===== src/rtl/img_mem_arbiter.sv =====
// Arbiter sharing the image-cache CPU-side port between the CPU load/store path
// and the UART loader/dumper; one transaction at a time with round-robin ties.
module img_mem_arbiter #(
  parameter int ADDR_W  = 19,
  parameter int DATA_W  = 8,
  parameter int TIMEOUT = 1023
) (
  input  logic              clk,
  input  logic              rst,
  input  logic              cpu_re,
  input  logic              cpu_we,
  input  logic [ADDR_W-1:0] cpu_addr,
  input  logic [DATA_W-1:0] cpu_wdata,
  output logic [DATA_W-1:0] cpu_rdata,
  output logic              cpu_rd_ready,
  output logic              cpu_wr_ready,
  input  logic              uart_re,
  input  logic              uart_we,
  input  logic [ADDR_W-1:0] uart_addr,
  input  logic [DATA_W-1:0] uart_wdata,
  output logic [DATA_W-1:0] uart_rdata,
  output logic              uart_rd_ready,
  output logic              uart_wr_ready,
  output logic              mem_re,
  output logic              mem_we,
  output logic [ADDR_W-1:0] mem_addr,
  output logic [DATA_W-1:0] mem_wdata,
  input  logic [DATA_W-1:0] mem_rdata,
  input  logic              mem_rd_ready,
  input  logic              mem_wr_ready,
  output logic [1:0]        grant,
  output logic              busy,
  output logic              timeout_err
);

  localparam int CNT_W = $clog2(TIMEOUT + 1);

  typedef enum logic [1:0] {IDLE, ISSUE, WAIT, DONE} state_t;

  state_t state_reg, state_next;

  // Requester 0 is the CPU, requester 1 is the UART.
  logic [1:0]        req_re, req_we, pend;
  logic [ADDR_W-1:0] req_addr  [2];
  logic [DATA_W-1:0] req_wdata [2];

  logic              owner_reg, last_owner_reg, op_wr_reg;
  logic [ADDR_W-1:0] addr_reg;
  logic [DATA_W-1:0] wdata_reg;
  logic [1:0]        grant_reg;
  logic              busy_reg, mem_re_reg, mem_we_reg, timeout_err_reg;
  logic [CNT_W-1:0]  cnt_reg;

  logic              win, do_grant, complete, abort, finish, hit;
  logic [1:0]        rd_ready_vec, wr_ready_vec;
  logic [DATA_W-1:0] rdata_vec [2];

  assign req_re       = {uart_re, cpu_re};
  assign req_we       = {uart_we, cpu_we};
  assign req_addr[0]  = cpu_addr;
  assign req_addr[1]  = uart_addr;
  assign req_wdata[0] = cpu_wdata;
  assign req_wdata[1] = uart_wdata;

  // Only the ready matching the issued operation ends the wait.
  assign hit    = op_wr_reg ? mem_wr_ready : mem_rd_ready;
  assign finish = complete | abort;

  always_comb begin
    state_next = state_reg;
    win        = 1'b0;
    do_grant   = 1'b0;
    complete   = 1'b0;
    abort      = 1'b0;
    case (state_reg)
      IDLE: begin
        if (|pend) begin
          do_grant   = 1'b1;
          state_next = ISSUE;
          win        = (pend == 2'b11) ? ~last_owner_reg : pend[1];
        end
      end
      ISSUE: state_next = WAIT;
      WAIT: begin
        if (hit) begin
          complete   = 1'b1;
          state_next = DONE;
        end else if (cnt_reg == CNT_W'(TIMEOUT - 1)) begin
          abort      = 1'b1;
          state_next = DONE;
        end
      end
      DONE:    state_next = IDLE;
      default: state_next = IDLE;
    endcase
  end

  always_ff @(posedge clk) begin
    if (rst) begin
      state_reg       <= IDLE;
      owner_reg       <= 1'b0;
      last_owner_reg  <= 1'b1;
      op_wr_reg       <= 1'b0;
      addr_reg        <= '0;
      wdata_reg       <= '0;
      grant_reg       <= 2'b00;
      busy_reg        <= 1'b0;
      mem_re_reg      <= 1'b0;
      mem_we_reg      <= 1'b0;
      timeout_err_reg <= 1'b0;
      cnt_reg         <= '0;
    end else begin
      state_reg <= state_next;
      if (do_grant) begin
        owner_reg  <= win;
        op_wr_reg  <= req_we[win];
        addr_reg   <= req_addr[win];
        wdata_reg  <= req_wdata[win];
        mem_re_reg <= ~req_we[win];
        mem_we_reg <= req_we[win];
        grant_reg  <= win ? 2'b10 : 2'b01;
        busy_reg   <= 1'b1;
        cnt_reg    <= '0;
      end
      if (state_reg == WAIT && !finish) begin
        cnt_reg <= cnt_reg + 1'b1;
      end
      if (finish) begin
        mem_re_reg     <= 1'b0;
        mem_we_reg     <= 1'b0;
        last_owner_reg <= owner_reg;
        cnt_reg        <= '0;
      end
      if (abort) begin
        timeout_err_reg <= 1'b1;
      end
      if (state_reg == DONE) begin
        grant_reg <= 2'b00;
        busy_reg  <= 1'b0;
      end
    end
  end

  // Per-requester completion pulses and held read data; aborted reads return 0.
  for (genvar gi = 0; gi < 2; gi++) begin : g_req
    logic              rd_ready_reg, wr_ready_reg;
    logic [DATA_W-1:0] rdata_reg;
    logic              mine;

    assign pend[gi] = req_re[gi] | req_we[gi];
    assign mine     = finish && (owner_reg == 1'(gi));

    always_ff @(posedge clk) begin
      if (rst) begin
        rd_ready_reg <= 1'b0;
        wr_ready_reg <= 1'b0;
        rdata_reg    <= '0;
      end else begin
        rd_ready_reg <= mine && !op_wr_reg;
        wr_ready_reg <= mine && op_wr_reg;
        if (mine && !op_wr_reg) begin
          rdata_reg <= abort ? '0 : mem_rdata;
        end
      end
    end

    assign rd_ready_vec[gi] = rd_ready_reg;
    assign wr_ready_vec[gi] = wr_ready_reg;
    assign rdata_vec[gi]    = rdata_reg;
  end

  assign cpu_rd_ready  = rd_ready_vec[0];
  assign cpu_wr_ready  = wr_ready_vec[0];
  assign cpu_rdata     = rdata_vec[0];
  assign uart_rd_ready = rd_ready_vec[1];
  assign uart_wr_ready = wr_ready_vec[1];
  assign uart_rdata    = rdata_vec[1];

  assign mem_re      = mem_re_reg;
  assign mem_we      = mem_we_reg;
  assign mem_addr    = addr_reg;
  assign mem_wdata   = wdata_reg;
  assign grant       = grant_reg;
  assign busy        = busy_reg;
  assign timeout_err = timeout_err_reg;

endmodule


===== config.mk =====
export PLATFORM = sky130hd
export DESIGN_NAME = img_mem_arbiter
export DESIGN_NICKNAME = d
export VERILOG_FILES = /design/src/rtl/img_mem_arbiter.sv
export SDC_FILE = /design/constraint.sdc
export NUM_CORES = 1
export LEC_CHECK = 0
export ABC_AREA = 1
export BUFFER_PORTS_ARGS = -buffer_cell sky130_fd_sc_hd__clkbuf_2
export CAP_MARGIN = 20
export CORE_MARGIN = 3
export CORE_UTILIZATION = 39
export CTS_CLUSTER_SIZE = 25
export DETAILED_ROUTE_END_ITERATION = 16
export GPL_TIMING_DRIVEN = 0
export MAX_ROUTING_LAYER = met4
export PLACE_DENSITY = 0.74
export SLEW_MARGIN = 15
export SYNTH_ARGS = -nofsm -noshare
export SYNTH_HDL_FRONTEND = slang
export SYNTH_SLANG_ARGS = --single-unit

===== constraint.sdc =====
create_clock -name clk -period 1.8 [get_ports clk]
set_input_delay 0.09 -clock clk [delete_from_list [all_inputs] [get_ports clk]]
set_output_delay 0.09 -clock clk [all_outputs]
set_load 0.005 [all_outputs]

==> flow_summary.json, run 1 <==
{
  "die_w_um": 94.3,
  "cts.sinks": 68,
  "critPathCaptureType": "flop",
  "start_util_pct": 41.0,
  "insertion_delay_ps": 340,
  "seq_area_um2": 1360,
  "finalSetupTns_ps": 0,
  "synthFlopType": "dfxtp_1",
  "cp.arrival_ps": 1890,
  "dr.pass1.iters": 4,
  "area_growth_pct": 44.2,
  "grt_util_met2_pct": 36.4,
  "start_kind": "flop",
  "antenna_left": 0,
  "grt_max_degree": 13,
  "syn-cell-area_um2": 3040,
  "synth_commonest_cells": "145 x nand2_1, 68 x dfxtp_1, 59 x nor2_1",
  "hold_path_class": "input port to flop",
  "synth_area_leaders": "dfxtp_1 45%, nand2_1 18%, nor2_1 7.3%",
  "clock-skew-final_ps": 12.9,
  "slowest_delay_ps": 320,
  "status": "complete, no violations",
  "wirelength_um": 9000,
  "required_ps": 2060,
  "grt_usage_pct": 21.4,
  "dieArea_um2": 8880,
  "setup_viol": 0,
  "clk_pin_slew_ps": 70,
  "coreArea_um2": 7410,
  "ys_ff_latch": 68,
  "gr-max-usage-layer": "met2",
  "synth_top_cell_by_area": "dfxtp_1",
  "largest_reg_flops": 19,
  "drive_gt1_share_pct": 28.8,
  "powerDensity_nw_per_um2": 1180,
  "ir_drop_mv": 0.591,
  "wl_per_cell_um": 12.8,
  "hold_path_depth": 3,
  "chipHeight_um": 94.3,
  "grt_pass1_wl_um": 14500,
  "worst_pin_slew_ps": 507,
  "min-delay-start": "uart_addr[9]",
  "grt_pass1_vias": 3144,
  "cts_buffers": 9,
  "path_class": "flop to flop",
  "reg2reg_depth": 8,
  "yosys_warnings": 0,
  "cpMaxStageDelayCell": "dfxtp_1",
  "vias": 3263,
  "drv_slew": 0,
  "yosys.cell_count.top_type": "nand2_1",
  "remaining_drc_errors": 0,
  "synth_nets": 502,
  "ys_types": 29,
  "clock_path_buffers": 2,
  "worst-path-max-fanout": 9,
  "max-cap-violations": 0,
  "grt_antenna_before_repair": 0,
  "grt_overflow": 0,
  "drt_iter0_drc": 111,
  "slew_headroom_pct": 66.2,
  "timing.rr.start": "state_reg[0]",
  "std_cell_rows": 31,
  "n_fill_cell": 663,
  "path_cells": "inv_1, ha_1, buf_2, inv_1, nor2_1, nand2_2, or2_2, a21oi_1",
  "rsz0062_at_grt": "true",
  "cts_tree": "done",
  "ios": 123,
  "cp_top_family": "simple AND/OR/NAND/NOR gates",
  "r2r_end": "cnt_reg[1]",
  "met3_usage_pct": 5.77,
  "n_antenna_cell": 0,
  "cts.htree.levels": 3,
  "async_flop_share_pct": 0,
  "place_congestion": 0.808,
  "cts_root_buf": "clkbuf_8",
  "hold_violations": 0,
  "crit_buf_inv": 3,
  "grtUsageMet1_pct": 24.3,
  "portBuffers": 121,
  "synthCells": 427,
  "synth-edff-count": 0,
  "cp_common_cell": "inv_1",
  "regToRegSetupSlack_ps": 170,
  "synth_top_area_share_pct": 44.8,
  "synth-seq-area-share_pct": 44.8,
  "fin_crit_sh_pct": 90.4,
  "finalNetCount": 675,
  "multi_input_area_um2": 1420,
  "avgSynthCellArea_um2": 7.11,
  "vias_per_cell": 4.63,
  "hpwl_um": 6010,
  "p_leak_nw": 2.16,
  "total_power_mw": 5.16,
  "hold_end": "mem_addr[9]",
  "period_minus_slack_ps": 1630,
  "fmax_mhz": 615
}
==> layout by cell type (no fill, tap or decap), drive strengths merged <==
cell         count
a21oi           15
a31oi           25
buf             15
bufinv           1
clkbuf         136
clkinv           4
clkinvlp         1
dfxtp           68
dlygate4sd3     38
ha               5
inv             47
nand2          153
nand3           12
nand3b           1
nand4            2
nor2            63
nor3             2
nor4             1
o211ai           3
o21ai            5
o21bai           4
or2              3
xnor2            1
==> layer usage <==
layer  share of wire (%)  vias up
met3                 6.2        6
met1                  43     1457
met5                   0        -
met4                0.62        0
li1                    -     1684
met2                  50      116
==> area by class of cell <==
class / instances / area share, %
Buffer: 17 / 2.31
Clock buffer: 10 / 2.91
Clock inverter: 6 / 1.48
Inverter: 47 / 4.08
Multi-Input combinational cell: 295 / 32.3
Sequential cell: 68 / 31.1
Tap cell: 99 / 2.83
Timing Repair Buffer: 162 / 23.0
==> worst max-delay path by stage <==
stage	to	start	cells past startpoint
finish	cnt_reg[1]	state_reg[0]	8
global route	mem_addr[1]	state_reg[0]	9
CTS	uart_rdata[2]	cnt_reg[0]	9
detailed placement	uart_rdata[2]	cnt_reg[0]	9
global placement	cpu_rdata[3]	cnt_reg[0]	9
floorplan	cnt_reg[1]	state_reg[0]	8
==> through the flow <==
| step | cell area (um2) | worst slack [ps] | util (%) | std cells | hold slack [ps] |
|---|---|---|---|---|---|
| CTS | 4330 | 135 | 58.5 | 700 | 0.189 |
| detailed placement | 3770 | 145 | 50.9 | 647 | 345 |
| finish | 4380 | 173 | 59.1 | 704 | 14.8 |
| global route | 4380 | 4.87 | 59.1 | 704 | 2.32 |
| global placement | 3770 | 170 | 50.9 | 647 | 339 |
| floorplan | 3040 | 349 | - | 427 | 247 |
==> power by group <==
group | switching (mW) | internal, mW | leakage, nW
clock network | 0.613 | 0.641 | 0.0962
registers | 0.187 | 1.82 | 0.556
logic | 1.14 | 0.760 | 1.51
total | 1.94 | 3.22 | 2.16
==> worst reg2reg max path, delay by kind of cell, from the launching register on <==
| kind | cells | cell delay, ps |
|---|---|---|
| compound gates | 1 | 140 |
| fa+ha+maj | 1 | 150 |
| buf+inv | 3 | 370 |
| flops | 1 | 320 |
| simple gates | 3 | 590 |
==> cells by family after synthesis <==
family	share of synthesized area [%]
AND/OR/NAND/NOR	33.5
XOR/XNOR	0.288
adder cells (fa/ha/maj)	2.06
buffers and inverters	9.14
flip-flops	44.8
AO/OA/AOI/OAI	10.2
==> repair_timing <==
action,4_1_cts,5_1_grt
hold buffers,37,1
buffers inserted,0,3
endpoints found under the hold margin,23,1
gates resized for setup,0,5
endpoints found under the setup margin,0,20
Power figures use the tool's default switching activity.
==> run 2: changes to the inputs <==
--- a/config.mk
+++ b/config.mk
@@ -13,8 +13,7 @@
 export CTS_CLUSTER_SIZE = 25
 export DETAILED_ROUTE_END_ITERATION = 16
 export GPL_TIMING_DRIVEN = 0
-export MAX_ROUTING_LAYER = met4
-export PLACE_DENSITY = 0.74
+export PLACE_DENSITY = 0.7
 export SLEW_MARGIN = 15
 export SYNTH_ARGS = -nofsm -noshare
 export SYNTH_HDL_FRONTEND = slang
==> run 2 against run 1 <==
  * Register-to-register slack worse by 20 ps
  * Critical path type unchanged
  * Global-route usage decreased by 0.59 points
  * Critical endpoint is now mem_addr[8]
  * Sequential power about the same
  * Cell count fell by 0.14%
  * Design area rose by 0.49%
  * Largest cell class unchanged
  * Sequential share of layout area is 0.15 points lower
  * Power is 2.5% higher
  * Hold slack improved by 2.6 ps
  * Sequential cell count did not move
  * Combinational power hardly changed
  * Clock skew decreased by 2.4 ps
  * Via count increased by 0.40%
==> flow_summary.json, run 2 (synthesized netlist as in run 1, its figures left out) <==
{
  "status": "complete, no violations",
  "grt_overflow": 0,
  "drt_iter0_drc": 126,
  "hold_end": "mem_wdata[2]",
  "cpMaxStageDelayCell": "dfxtp_1",
  "wirelength_um": 8890,
  "cts.htree.levels": 3,
  "ir_drop_mv": 0.753,
  "start_util_pct": 41.0,
  "clk_pin_slew_ps": 80,
  "fin_cells": 703,
  "cp_common_cell": "nand2_1",
  "coreArea_um2": 7410,
  "layout_common_cells": "145 x nand2_1, 121 x clkbuf_2, 68 x dfxtp_1",
  "setup_slack_ps": 151,
  "grt_pass1_wl_um": 14500,
  "fin_area_um2": 4400,
  "dp.cells": 647,
  "timing.rr.start": "state_reg[1]",
  "hold_path_depth": 3,
  "period_minus_slack_ps": 1650,
  "place_area_um2": 3770,
  "cts_tree": "done",
  "path_class": "flop to flop",
  "grt_max_degree": 14,
  "powerDensity_nw_per_um2": 1200,
  "setup_viol": 0,
  "drive_gt1_share_pct": 28.5,
  "path_cells": "inv_1, ha_2, nand3b_2, nand2_1, inv_2, clkbuf_4, nand2_1, a31oi_1",
  "rsz0062_at_grt": "false",
  "drv_slew": 0,
  "postCtsSetupRepairBufs": 0,
  "place_congestion": 0.803,
  "hold_path_class": "input port to flop",
  "finalNetCount": 674,
  "hold_violations": 0,
  "max-cap-violations": 0,
  "die_w_um": 94.3,
  "grt_usage_pct": 20.8,
  "cp.arrival_ps": 1910,
  "reg2reg_depth": 8,
  "fin_crit_sh_pct": 91.6,
  "cts_buffers": 9,
  "dieArea_um2": 8880,
  "fmax_mhz": 606,
  "regToRegSetupSlack_ps": 150,
  "min-delay-start": "uart_wdata[2]",
  "hpwl_um": 6120,
  "clock_path_buffers": 2,
  "grt_antenna_before_repair": 0,
  "vias": 3276,
  "r2r_end": "mem_addr[8]",
  "std_cell_rows": 31,
  "place_ws_ps": 123,
  "largest_reg_flops": 19,
  "remaining_drc_errors": 0,
  "slowest_delay_ps": 370,
  "finalSetupTns_ps": 0,
  "chipHeight_um": 94.3,
  "vias_per_cell": 4.66,
  "n_fill_cell": 664,
  "p_leak_nw": 2.16,
  "portBuffers": 121,
  "critPathCaptureType": "flop",
  "worst-path-max-fanout": 10,
  "cts.sinks": 68,
  "n_antenna_cell": 0,
  "start_kind": "flop",
  "dr.pass1.iters": 4,
  "insertion_delay_ps": 340,
  "wl_per_cell_um": 12.6,
  "worst_pin_slew_ps": 526,
  "slew_headroom_pct": 64.9,
  "clock-skew-final_ps": 10.5,
  "grt_pass1_vias": 3260,
  "area_growth_pct": 44.9,
  "antenna_left": 0,
  "cts_root_buf": "clkbuf_8",
  "final_common_cell": "nand2_1",
  "required_ps": 2060,
  "ios": 123
}
## run 2: routing by layer
layer | vias to the layer above | global-route usage [%] | share of wire (%)
met5 | - | 0 | 0
met4 | 0 | 9.03 | 1.6
met3 | 15 | 5.77 | 7.5
met2 | 137 | 35.6 | 49
met1 | 1445 | 24.1 | 42
li1 | 1679 | - | -
## run 2: worst max path at each step
stage | depth (start not counted) | slack, ps | end | from
after CTS | 8 | 120 | mem_addr[8] | state_reg[1]
after global routing | 9 | 4 | mem_addr[8] | state_reg[0]
after floorplan | 8 | 350 | cnt_reg[1] | state_reg[0]
final | 8 | 150 | mem_addr[8] | state_reg[1]
after detailed placement | 9 | 120 | uart_rdata[2] | cnt_reg[0]
after global placement | 9 | 140 | cpu_rdata[3] | cnt_reg[0]
## run 2: layout make-up
class	count	area, um2	area share [%]
Buffer	17	104	2.36
Multi-Input combinational cell	295	1410	31.9
Clock inverter	7	98.8	2.24
Sequential cell	68	1360	30.9
Inverter	47	179	4.06
Timing Repair Buffer	161	1010	22.8
Tap cell	99	124	2.81
Clock buffer	9	124	2.81
## run 2: where the power goes
| group | switching (mW) | internal (mW) | total, mW |
|---|---|---|---|
| combinational | 1.14 | 0.747 | 1.88 |
| clock | 0.607 | 0.787 | 1.39 |
| sequential | 0.192 | 1.82 | 2.01 |
## run 2: worst max-delay path, delay by kind of cell (launching register included)
family / cells / cell delay, ps
compound gates: 1 / 150
flops: 1 / 370
simple gates: 3 / 430
buf+inv: 3 / 430
fa+ha+maj: 1 / 200
## run 2: per-stage QoR
step | power, mW | hold WS [ps] | utilization, %
2_1_floorplan | 3.13 | 247 | -
5_1_grt | 5.66 | 6.34 | 59.4
3_3_place_gp | 3.76 | 338 | 50.9
6_report | 5.29 | 17.4 | 59.4
3_5_place_dp | 3.80 | 344 | 50.9
4_1_cts | 5.27 | 0.504 | 59.3
## run 2: what timing repair did
item	4_1_cts	5_1_grt
hold buffers	40	0
setup endpoints to repair	0	15
gates resized for setup	0	4
endpoints found under the hold margin	24	0
